`src/rtl/cnn_image_dma_if.sv`:
```
// Bus master/slave signal bundle for the CNN image DMA.
// Carries the AHB-Lite-style request, address/control, response and read-data
// signals. The DMA connects through the master modport, the bus or memory
// model through the slave modport.
//   HBUSREQ  master->slave  bus request
//   HGRANT   slave->master  bus grant
//   HTRANS   master->slave  IDLE/NONSEQ/SEQ
//   HBURST   master->slave  burst type (INCR)
//   HSIZE    master->slave  transfer size (WORD)
//   HWRITE   master->slave  write enable (always read)
//   HADDR    master->slave  transfer address
//   HREADY   slave->master  transfer ready
//   HRESP    slave->master  OKAY/ERROR
//   HRDATA   slave->master  read data
interface cnn_image_dma_if #(
    parameter int W_ADDR = 32,
    parameter int W_DATA = 32
);
    logic              HBUSREQ;
    logic              HGRANT;
    logic [1:0]        HTRANS;
    logic [2:0]        HBURST;
    logic [2:0]        HSIZE;
    logic              HWRITE;
    logic [W_ADDR-1:0] HADDR;
    logic              HREADY;
    logic [1:0]        HRESP;
    logic [W_DATA-1:0] HRDATA;

    modport master (
        output HBUSREQ, HTRANS, HBURST, HSIZE, HWRITE, HADDR,
        input  HGRANT, HREADY, HRESP, HRDATA
    );

    modport slave (
        input  HBUSREQ, HTRANS, HBURST, HSIZE, HWRITE, HADDR,
        output HGRANT, HREADY, HRESP, HRDATA
    );
endinterface

```
`src/rtl/cnn_image_dma.sv`:
```
// Input-frame loader for the CNN accelerator: reads a frame of 8-bit pixels
// (4 per word) from system memory over an AHB-Lite-style bus and writes the
// words into the input buffer at word index 0..N-1.
//   HCLK, HRESETn     clock, async active-low reset
//   i_start           rising edge starts a job (ignored while busy)
//   i_clear           clears o_done/o_err
//   i_base_addr       byte base address, bits[1:0] forced to 0
//   i_frame_size      pixel count; N = ceil(size/4) words, capped at buffer depth
//   m                 bus master port (cnn_image_dma_if.master)
//   o_buf_we/addr/wdata  buffer write, one cycle per received word
//   o_busy            job in progress
//   o_done, o_err     sticky completion / bus-error flags
//
// state   | meaning
// S_IDLE  | waiting for a start edge
// S_REQ   | bus requested, waiting for grant (initial or after grant loss)
// S_XFER  | issuing address phases, one per word
// S_DRAIN | all addresses issued, waiting for the last data phase
module cnn_image_dma #(
    parameter int W_ADDR       = 32,
    parameter int W_DATA       = 32,
    parameter int W_FRAME_SIZE = 25,
    parameter int W_BUF_ADDR   = 12
) (
    input  logic                    HCLK,
    input  logic                    HRESETn,
    input  logic                    i_start,
    input  logic                    i_clear,
    input  logic [W_ADDR-1:0]       i_base_addr,
    input  logic [W_FRAME_SIZE-1:0] i_frame_size,
    cnn_image_dma_if.master         m,
    output logic                    o_buf_we,
    output logic [W_BUF_ADDR-1:0]   o_buf_addr,
    output logic [W_DATA-1:0]       o_buf_wdata,
    output logic                    o_busy,
    output logic                    o_done,
    output logic                    o_err
);
    localparam int W_CNT     = W_BUF_ADDR + 1;
    localparam int W_SUM     = W_FRAME_SIZE + 1;
    localparam int MAX_WORDS = 1 << W_BUF_ADDR;

    localparam logic [1:0] TR_IDLE    = 2'b00;
    localparam logic [1:0] TR_NONSEQ  = 2'b10;
    localparam logic [1:0] TR_SEQ     = 2'b11;
    localparam logic [1:0] RESP_ERROR = 2'b01;

    typedef enum logic [1:0] {S_IDLE, S_REQ, S_XFER, S_DRAIN} state_t;

    state_t                state;
    logic                  start_q;
    logic                  data_pending;
    logic [W_CNT-1:0]      n_words;
    logic [W_CNT-1:0]      issued;
    logic [W_BUF_ADDR-1:0] rcv_cnt;

    logic [W_SUM-1:0]      words_raw;
    logic [W_CNT-1:0]      words_sat;
    logic                  start_edge;
    logic                  resp_err;
    logic                  addr_ok;
    logic                  last_addr;
    logic [W_ADDR-1:0]     next_addr;

    assign m.HBURST = 3'b001;
    assign m.HSIZE  = 3'b010;
    assign m.HWRITE = 1'b0;

    // Round pixel count up to whole words, then clamp to the buffer depth.
    assign words_raw  = ({1'b0, i_frame_size} + W_SUM'(3)) >> 2;
    assign words_sat  = (words_raw > W_SUM'(MAX_WORDS)) ? W_CNT'(MAX_WORDS)
                                                         : words_raw[W_CNT-1:0];
    assign start_edge = i_start & ~start_q;

    // ERROR is acted on in its first (wait) cycle, before HREADY rises.
    assign resp_err   = data_pending && (m.HRESP == RESP_ERROR);
    assign addr_ok    = (state == S_XFER) && m.HREADY;
    assign last_addr  = (issued + W_CNT'(1)) == n_words;
    // HADDR doubles as the running address pointer (base + 4*issued).
    assign next_addr  = m.HADDR + W_ADDR'(4);

    always_ff @(posedge HCLK or negedge HRESETn) begin
        if (!HRESETn) begin
            state        <= S_IDLE;
            start_q      <= 1'b0;
            data_pending <= 1'b0;
            n_words      <= '0;
            issued       <= '0;
            rcv_cnt      <= '0;
            m.HBUSREQ    <= 1'b0;
            m.HTRANS     <= TR_IDLE;
            m.HADDR      <= '0;
            o_buf_we     <= 1'b0;
            o_buf_addr   <= '0;
            o_buf_wdata  <= '0;
            o_busy       <= 1'b0;
            o_done       <= 1'b0;
            o_err        <= 1'b0;
        end else begin
            start_q  <= i_start;
            o_buf_we <= 1'b0;

            if (i_clear) begin
                o_done <= 1'b0;
                o_err  <= 1'b0;
            end

            case (state)
                S_IDLE: begin
                    if (start_edge) begin
                        m.HADDR <= i_base_addr & ~W_ADDR'(3);
                        n_words <= words_sat;
                        issued  <= '0;
                        rcv_cnt <= '0;
                        o_err   <= 1'b0;
                        if (words_sat == '0) begin
                            o_done <= 1'b1;
                        end else begin
                            o_done    <= 1'b0;
                            o_busy    <= 1'b1;
                            m.HBUSREQ <= 1'b1;
                            state     <= S_REQ;
                        end
                    end
                end
                S_REQ: begin
                    if (m.HGRANT && m.HREADY) begin
                        m.HTRANS <= TR_NONSEQ;
                        state    <= S_XFER;
                    end
                end
                S_XFER: begin
                    if (addr_ok) begin
                        issued  <= issued + W_CNT'(1);
                        m.HADDR <= next_addr;
                        if (last_addr) begin
                            m.HTRANS  <= TR_IDLE;
                            m.HBUSREQ <= 1'b0;
                            state     <= S_DRAIN;
                        end else if (!m.HGRANT) begin
                            m.HTRANS <= TR_IDLE;
                            state    <= S_REQ;
                        end else begin
                            // A burst may not cross a 1KB boundary: restart it there.
                            m.HTRANS <= (next_addr[9:0] == 10'd0) ? TR_NONSEQ : TR_SEQ;
                        end
                    end
                end
                S_DRAIN: begin
                    if (!data_pending) begin
                        o_busy <= 1'b0;
                        o_done <= 1'b1;
                        state  <= S_IDLE;
                    end
                end
                default: state <= S_IDLE;
            endcase

            // Data phase runs alongside the FSM and overrides it on error.
            if (resp_err) begin
                data_pending <= 1'b0;
                m.HTRANS     <= TR_IDLE;
                m.HBUSREQ    <= 1'b0;
                o_busy       <= 1'b0;
                o_done       <= 1'b1;
                o_err        <= 1'b1;
                state        <= S_IDLE;
            end else if (m.HREADY) begin
                data_pending <= addr_ok;
                if (data_pending) begin
                    o_buf_we    <= 1'b1;
                    o_buf_addr  <= rcv_cnt;
                    o_buf_wdata <= m.HRDATA;
                    rcv_cnt     <= rcv_cnt + W_BUF_ADDR'(1);
                end
            end
        end
    end
endmodule

```
`src/flat_wrapper.sv`:
```
// flat-port wrapper written by rule: the top's interface ports become plain ports
module cnn_image_dma_flat 
#(
    parameter int W_ADDR       = 32,
    parameter int W_DATA       = 32,
    parameter int W_FRAME_SIZE = 25,
    parameter int W_BUF_ADDR   = 12
)
  (HCLK, HRESETn, i_start, i_clear, i_base_addr, i_frame_size, o_buf_we, o_buf_addr, o_buf_wdata, o_busy, o_done, o_err, m_HBUSREQ, m_HTRANS, m_HBURST, m_HSIZE, m_HWRITE, m_HADDR, m_HGRANT, m_HREADY, m_HRESP, m_HRDATA);
  cnn_image_dma_if #(.W_ADDR(W_ADDR), .W_DATA(W_DATA)) m_i ();
  input  logic HCLK;
  input  logic HRESETn;
  input  logic i_start;
  input  logic i_clear;
  input  logic [W_ADDR-1:0] i_base_addr;
  input  logic [W_FRAME_SIZE-1:0] i_frame_size;
  output logic o_buf_we;
  output logic [W_BUF_ADDR-1:0] o_buf_addr;
  output logic [W_DATA-1:0] o_buf_wdata;
  output logic o_busy;
  output logic o_done;
  output logic o_err;
  output wire logic [$bits(m_i.HBUSREQ)-1:0] m_HBUSREQ;
  output wire logic [$bits(m_i.HTRANS)-1:0] m_HTRANS;
  output wire logic [$bits(m_i.HBURST)-1:0] m_HBURST;
  output wire logic [$bits(m_i.HSIZE)-1:0] m_HSIZE;
  output wire logic [$bits(m_i.HWRITE)-1:0] m_HWRITE;
  output wire logic [$bits(m_i.HADDR)-1:0] m_HADDR;
  input wire logic [$bits(m_i.HGRANT)-1:0] m_HGRANT;
  input wire logic [$bits(m_i.HREADY)-1:0] m_HREADY;
  input wire logic [$bits(m_i.HRESP)-1:0] m_HRESP;
  input wire logic [$bits(m_i.HRDATA)-1:0] m_HRDATA;
  assign m_HBUSREQ = m_i.HBUSREQ;
  assign m_HTRANS = m_i.HTRANS;
  assign m_HBURST = m_i.HBURST;
  assign m_HSIZE = m_i.HSIZE;
  assign m_HWRITE = m_i.HWRITE;
  assign m_HADDR = m_i.HADDR;
  assign m_i.HGRANT = m_HGRANT;
  assign m_i.HREADY = m_HREADY;
  assign m_i.HRESP = m_HRESP;
  assign m_i.HRDATA = m_HRDATA;
  cnn_image_dma #(.W_ADDR(W_ADDR), .W_DATA(W_DATA), .W_FRAME_SIZE(W_FRAME_SIZE), .W_BUF_ADDR(W_BUF_ADDR)) u_core (.HCLK(HCLK), .HRESETn(HRESETn), .i_start(i_start), .i_clear(i_clear), .i_base_addr(i_base_addr), .i_frame_size(i_frame_size), .m(m_i), .o_buf_we(o_buf_we), .o_buf_addr(o_buf_addr), .o_buf_wdata(o_buf_wdata), .o_busy(o_busy), .o_done(o_done), .o_err(o_err));
endmodule
```
`config.mk`:
```
export PLATFORM = sky130hd
export DESIGN_NAME = cnn_image_dma_flat
export DESIGN_NICKNAME = d
export VERILOG_FILES = /design/src/rtl/cnn_image_dma_if.sv /design/src/rtl/cnn_image_dma.sv /design/src/flat_wrapper.sv
export SDC_FILE = /design/constraint.sdc
export NUM_CORES = 1
export LEC_CHECK = 0
export ABC_AREA = 0
export CELL_PAD_IN_SITES_DETAIL_PLACEMENT = 1
export CELL_PAD_IN_SITES_GLOBAL_PLACEMENT = 2
export CORE_ASPECT_RATIO = 1.2
export CORE_MARGIN = 1.5
export CORE_UTILIZATION = 30
export DETAILED_ROUTE_END_ITERATION = 8
export MAX_ROUTING_LAYER = met4
export PLACE_DENSITY = 0.95
export SYNTH_ARGS = -nofsm -noshare
export SYNTH_HDL_FRONTEND = slang
export SYNTH_SLANG_ARGS = --single-unit
```
`constraint.sdc`:
```
create_clock -name HCLK -period 5.3 [get_ports HCLK]
set_input_delay 0.795 -clock HCLK [delete_from_list [all_inputs] [get_ports HCLK]]
set_output_delay 0.795 -clock HCLK [all_outputs]
set_load 0.005 [all_outputs]
```
==> results of run 1 <==
==> registers in the layout, indices dropped and copies added (netlist names) <==
| signal | cells |
|---|---|
| u_core.o_buf_wdata | 32 |
| u_core.m.HADDR | 30 |
| u_core.issued | 13 |
| u_core.n_words | 13 |
| u_core.o_buf_addr | 12 |
| u_core.rcv_cnt | 12 |
| u_core.m.HTRANS | 2 |
| u_core.state | 2 |
| u_core.data_pending | 1 |
| u_core.m.HBUSREQ | 1 |
| u_core.o_buf_we | 1 |
| u_core.o_busy | 1 |
| u_core.o_done | 1 |
| u_core.o_err | 1 |
| u_core.start_q | 1 |
==> Yosys cell counts (11+ instances only) <==
cell type	instances	area [sq um]
nand2_1	214	803
dfrtp_1	123	3080
o21ai_0	68	340
a21oi_1	50	250
nand3_1	37	185
clkbuf_1	34	128
and3_1	33	206
o22ai_1	31	194
nor2_1	24	90.1
xnor2_1	18	158
xor2_1	12	105
mux2i_1	11	110
==> path summary, 6_finish.rpt <==
| check | endpoint | slack, ns | cells after the start | start |
|---|---|---|---|---|
| max | u_core.m.HADDR[28] | 1.68 | 9 | u_core.state[0] |
| min reg2reg | u_core.o_buf_wdata[21] | 0.47 | 2 | u_core.o_buf_wdata[21] |
| min | u_core.n_words[9] | 0.34 | 1 | HRESETn |
| min in group HCLK | u_core.o_buf_wdata[21] | 0.47 | 2 | u_core.o_buf_wdata[21] |
| max in group asynchronous | u_core.rcv_cnt[7] | 3.92 | 2 | HRESETn |
| max reg2reg | u_core.m.HADDR[28] | 1.68 | 9 | u_core.state[0] |
==> per-stage QoR <==
stage                     worst slack (ns)  power [mW]  std cells  hold WS (ns)  utilization (%)
after global placement                1.38        3.24       1234         0.457             39.3
after global routing                  1.32        4.70       1266         0.370             41.7
after floorplan                       2.09        2.39        829         0.469                -
final                                 1.68        4.37       1266         0.344             41.7
after CTS                             1.59        4.42       1266         0.356             41.7
after detailed placement              1.32        3.29       1234         0.463             39.3
==> routing by layer <==
metal	vias to the layer above	part of all wire [%]
li1	3203	-
met1	3246	45
met2	178	47
met3	16	6.4
met4	0	1.2
met5	-	0
==> critical path: cells and delay by family, from the launching register on <==
| kind | cells | cell delay [ns] |
|---|---|---|
| AOI/OAI and AO/OA | 3 | 1.14 |
| and+or+nand+nor | 2 | 1.04 |
| buffers and inverters | 3 | 0.63 |
| DFF | 1 | 0.40 |
| adders and majority gates | 1 | 0.25 |
==> cell type report <==
type,count,area [sq um]
Clock buffer,18,439
Clock inverter,14,113
Fill cell,2669,13100
Inverter,10,37.5
Multi-Input combinational cell,640,3580
Sequential cell,123,3080
Tap cell,279,349
Timing Repair Buffer,182,1800
==> power by group through the flow <==
stage                     Combinational [mW]  Clock [mW]  Sequential, mW
after floorplan                        0.920           0            1.47
after global placement                  1.73           0            1.50
after detailed placement                1.78           0            1.52
after CTS                               1.79        1.13            1.50
after global routing                    1.97        1.16            1.56
final                                   1.76        1.10            1.50
==> cell families after synthesis <==
group,share of synthesized area (%)
XOR/XNOR,3.79
AO/OA/AOI/OAI,18.2
adder cells (fa/ha/maj),1.26
AND/OR/NAND/NOR,25.7
buffers and inverters,4.48
multiplexers,2.08
flip-flops,44.4
other,0.108
==> flow_summary.rst, run 1 <==
.. list-table::
   :header-rows: 1

   * - Metric
     - Value
   * - Status
     - completed
   * - Sequential fraction of the synthesis area
     - 44.4%
   * - Gr ovfl total
     - 0
   * - Count of distinct cell types in the synthesized netlist
     - 71
   * - Final std cell area, no fill
     - 9400 sq um
   * - Chain of cells forming the critical path
     - inv_1 -> ha_1 -> buf_4 -> inv_1 -> nand2_1 -> a21oi_4 -> nand2_1 -> o22ai_1 -> a21oi_1
   * - HPWL Detailed
     - 14800 um
   * - Slew Limit Fails
     - 0
   * - Power dissipated by switching net loads
     - 1.63 mW
   * - Number of synthesized flops with an enable pin
     - 0
   * - Unrepaired setup endpoints after global routing
     - false
   * - Floorplan die height
     - 170 um
   * - Die boundary width
     - 142 um
   * - Met2 Resource Use GR
     - 30.1%
   * - Worst Setup Start Kind
     - flop
   * - Fraction of power spent switching nets
     - 37.2%
   * - Part of the power in registers
     - 34.4%
   * - Antenna violations before repair
     - 0
   * - Highest-count cells in the layout ignoring fill and taps
     - nand2_1, clkdlybuf4s50_1, dfrtp_1
   * - CP Data Required Time
     - 5.59 ns
   * - Count of endpoints failing hold in the final timing report
     - 0
   * - TritonCTS clock tree
     - done
   * - Met1 usage
     - 22.6%
   * - Worst min-delay path category
     - in -> async
   * - Routability congestion estimate from global placement
     - 0.817
   * - Comb pwr share
     - 40.3%
   * - Synthesized area per cell
     - 8.43 sq um
   * - Global-route track usage on met3
     - 4.97%
   * - Slowest cell on the critical path
     - nand2_1
   * - Area of the placeable core
     - 22500 sq um
   * - Critical path endpoint category
     - flop
   * - Depth of the CTS H-tree
     - 4
   * - Cells after Synth
     - 822
   * - MaxCap Viol Count
     - 0
   * - Hold buffer count at cts
     - 0
   * - Flops & latches, synth
     - 123
   * - Pwr per Cell Area
     - 465 nW/um^2
   * - Router iterations before antenna repair
     - 4
   * - Wire length per cell
     - 16.6 um
   * - # resized after CTS
     - 0
   * - Layout Nets
     - 1078
   * - Cell area after placement
     - 8850 sq um
   * - Starting density of the core
     - 30.8%
   * - Total standard cell area after synthesis
     - 6930 sq um
   * - Vias per cell
     - 5.25
   * - Initial DRC count
     - 258
   * - Final WL
     - 21000 um
   * - Most Used Layer, Global Route
     - met2
   * - Total Die Area
     - 24000 sq um
   * - Delay of the slowest critical-path stage
     - 0.89 ns
   * - Final critical path time including I/O delays and setup
     - 3.62 ns
   * - Crit path DAT
     - 3.91 ns
   * - Type of the worst setup path
     - reg -> reg
   * - Largest driver fanout on the critical path
     - 33
   * - Tot GR Track Use
     - 18.4%
   * - Later-pin clock latency in the skew report
     - 0.43 ns
   * - Wire length of the first global-routing pass
     - 34900 um
   * - Slew at the pin closest to its max-slew limit
     - 1.12 ns
   * - Number of clock buffers inserted by TritonCTS
     - 17
   * - Leading register cell type out of synthesis
     - dfrtp_1
   * - Leading cell type in the layout, fill and taps excluded
     - nand2_1
   * - Count of boundary I/O pins
     - 187
   * - Clk pin slew, worst setup/hold paths
     - 0.06 ns
   * - Number of buffers inserted by port buffering
     - 175
   * - Antenna-violating nets left
     - 0
   * - Leakage dissipation
     - 4.08 nW
   * - Worst Clk Skew
     - 0.0143 ns
   * - Maximum number of pins on one net before global-route repair
     - 56
   * - Number of synthesis warnings
     - 0
   * - Share of synthesized flip-flops with an asynchronous set or reset
     - 100%
   * - Detailed-route DRC error count
     - 0
   * - Maximum ir drop on the vdd rail
     - 0.000253 V
   * - DR vias
     - 6643
   * - Share of total power in the clock network
     - 25.2%
   * - Number of setup buffers added after CTS
     - 0
   * - Final-report setup violation count
     - 0
   * - Root Buffer Master
     - clkbuf_16
   * - Vias in the first global route
     - 6899
   * - Clock sink total
     - 123
   * - Diode count
     - 0
   * - Sum of negative setup slack
     - 0 ns
   * - Number of standard-cell rows in the floorplan
     - 60
   * - Ratio of final minimum period to clock period
     - 68.3%
   * - Internal Pwr Total
     - 2.74 mW
   * - Layout cells sized above 1
     - 6.89%
   * - Area grow syn2layout
     - 35.6%
   * - Buffer levels on the longest clock path
     - 2
   * - Max frequency
     - 276 MHz
   * - Worst rel slew slack
     - 25.1%
(Power assumes the default switching activity.)
==> inputs of run 2 (changes only) <==
--- a/config.mk
+++ b/config.mk
@@ -10,10 +10,10 @@
 export CELL_PAD_IN_SITES_GLOBAL_PLACEMENT = 2
 export CORE_ASPECT_RATIO = 1.2
 export CORE_MARGIN = 1.5
-export CORE_UTILIZATION = 30
+export CORE_UTILIZATION = 28
 export DETAILED_ROUTE_END_ITERATION = 8
 export MAX_ROUTING_LAYER = met4
-export PLACE_DENSITY = 0.95
+export PLACE_DENSITY = 0.92
 export SYNTH_ARGS = -nofsm -noshare
 export SYNTH_HDL_FRONTEND = slang
 export SYNTH_SLANG_ARGS = --single-unit
==> constraint.sdc (replaced) <==
create_clock -name HCLK -period 3.8 [get_ports HCLK]
set_input_delay 0.57 -clock HCLK [delete_from_list [all_inputs] [get_ports HCLK]]
set_output_delay 0.57 -clock HCLK [all_outputs]
set_load 0.005 [all_outputs]
==> flow_summary.rst, run 2 (synthesized netlist as in run 1, its figures left out) <==
.. list-table::
   :header-rows: 1

   * - Metric
     - Value
   * - Slew at the pin closest to its max-slew limit
     - 0.957 ns
   * - Vias per cell
     - 5.11
   * - Worst min-delay path category
     - in -> async
   * - # resized after CTS
     - 0
   * - Starting density of the core
     - 28.7%
   * - Slew Limit Fails
     - 0
   * - Initial DRC count
     - 240
   * - Critical path endpoint category
     - flop
   * - Highest-count cells in the layout ignoring fill and taps
     - nand2_1, clkdlybuf4s50_1, dfrtp_1
   * - Worst rel slew slack
     - 36.2%
   * - Antenna-violating nets left
     - 0
   * - Clock sink total
     - 123
   * - Depth of the CTS H-tree
     - 4
   * - Gr ovfl total
     - 0
   * - Origin of the critical flop-to-flop path
     - u_core.issued[4]
   * - Diode count
     - 0
   * - Final std cell area, no fill
     - 9590 sq um
   * - Sum of negative setup slack
     - 0 ns
   * - Delay of the slowest critical-path stage
     - 0.51 ns
   * - HPWL Detailed
     - 15300 um
   * - Total power of the final layout
     - 6.31 mW
   * - Count of endpoints failing hold in the final timing report
     - 0
   * - Final critical path time including I/O delays and setup
     - 3.40 ns
   * - Wire length of the first global-routing pass
     - 35600 um
   * - # fillers
     - 2804
   * - Routability congestion estimate from global placement
     - 0.843
   * - Vias in the first global route
     - 7158
   * - Cell area after placement
     - 8970 sq um
   * - Antenna violations before repair
     - 0
   * - Layout Nets
     - 1087
   * - Later-pin clock latency in the skew report
     - 0.42 ns
   * - Number of buffers inserted by port buffering
     - 175
   * - Leakage dissipation
     - 4.15 nW
   * - Reg2reg setup slack
     - 0.40 ns
   * - Number of clock buffers inserted by TritonCTS
     - 17
   * - Maximum number of pins on one net before global-route repair
     - 96
   * - Slowest cell on the critical path
     - dfrtp_1
   * - Count of boundary I/O pins
     - 187
   * - Max frequency
     - 294 MHz
   * - Chain of cells forming the critical path
     - nand4_2 -> nor4_1 -> mux2_2 -> a2111oi_0 -> o2111ai_1 -> a31o_2 -> and3_1 -> or3_1
   * - Tot GR Track Use
     - 17.7%
   * - Die boundary width
     - 147 um
   * - Flip-flop count of the largest register after layout
     - 32
   * - Pwr per Cell Area
     - 658 nW/um^2
   * - Router iterations before antenna repair
     - 4
   * - Unrepaired setup endpoints after global routing
     - false
   * - Number of setup buffers added after CTS
     - 0
   * - Area of the placeable core
     - 24100 sq um
   * - Leading cell type in the layout, fill and taps excluded
     - nand2_1
   * - Capture point of the worst path
     - u_core.state[0]
   * - Path depth of the worst reg2reg path
     - 8
   * - Final WL
     - 21500 um
   * - TritonCTS clock tree
     - done
   * - Total Die Area
     - 25700 sq um
   * - Most flop-heavy register
     - u_core.o_buf_wdata
   * - Ratio of final minimum period to clock period
     - 89.6%
   * - Root Buffer Master
     - clkbuf_16
   * - Worst Setup Start Kind
     - flop
   * - CP Data Required Time
     - 4.09 ns
   * - Leading registers by flop count
     - u_core.o_buf_wdata x32, u_core.m.HADDR x30
   * - DR vias
     - 6731
   * - CP Buf/Inv Count
     - 0
   * - Logic depth of the worst setup path including buffers
     - 8
   * - First element of the critical path
     - u_core.issued[4]
   * - Status
     - completed
   * - Largest delay share family, worst path
     - simple AND/OR/NAND/NOR gates
   * - Buffer levels on the longest clock path
     - 2
   * - Number of standard-cell rows in the floorplan
     - 62
   * - Layout cells sized above 1
     - 7.83%
   * - Floorplan die height
     - 175 um
   * - Worst Clk Skew
     - 0.0245 ns
   * - Clk pin slew, worst setup/hold paths
     - 0.07 ns
   * - Final-report setup violation count
     - 0
   * - Wire length per cell
     - 16.3 um
   * - Largest driver fanout on the critical path
     - 9
   * - Area grow syn2layout
     - 38.3%
   * - Hold buffer count at cts
     - 0
   * - Maximum ir drop on the vdd rail
     - 0.000305 V
   * - Critical register-to-register path endpoint
     - u_core.state[0]
   * - Type of the worst setup path
     - reg -> reg
   * - MaxCap Viol Count
     - 0
   * - Detailed-route DRC error count
     - 0
   * - Crit path DAT
     - 3.70 ns
[run 2: through the flow]
step | hold WS (ns) | std cells | util, % | worst slack [ns]
after floorplan | 0.274 | 829 | - | 0.812
after global placement | 0.456 | 1284 | 37.2 | 0.145
after detailed placement | 0.464 | 1284 | 37.2 | 0.110
after CTS | 0.295 | 1316 | 39.7 | 0.456
after global routing | 0.317 | 1316 | 39.7 | 0.182
final | 0.245 | 1316 | 39.7 | 0.395
[run 2: area by class of cell]
cell class	count	area [sq um]	area share (%)
timing repair buffer	191	1870	19.5
sequential	123	3080	32.1
multi-input combinational	640	3580	37.4
clock inverter	15	190	1.98
clock buffer	17	425	4.44
inverter	10	37.5	0.391
tap	320	400	4.18
[run 2: power breakdown]
part	internal, mW	leakage, nW	switching (mW)
sequential	1.71	1.57	0.400
combinational	1.28	2.29	1.21
clock	1.04	0.292	0.661
total	4.03	4.15	2.27
[run 2: how the worst min path moves through the flow]
stage	startpoint	end	cells after the start
after detailed placement	u_core.o_buf_addr[2]	u_core.o_buf_addr[2]	2
final	HRESETn	u_core.o_buf_wdata[29]	1
after global placement	u_core.o_buf_wdata[27]	u_core.o_buf_wdata[27]	2
after CTS	HRESETn	u_core.o_buf_wdata[29]	1
after global routing	HRESETn	u_core.o_buf_wdata[29]	1
after floorplan	HRESETn	u_core.data_pending	0
[run 2: layer usage]
layer	vias to the layer above	track usage [%]	wire (um)
met1	3358	19.7	9150
li1	3226	-	-
met3	13	3.82	832
met5	-	-	0
met4	0	4.84	285
met2	134	31.9	11200
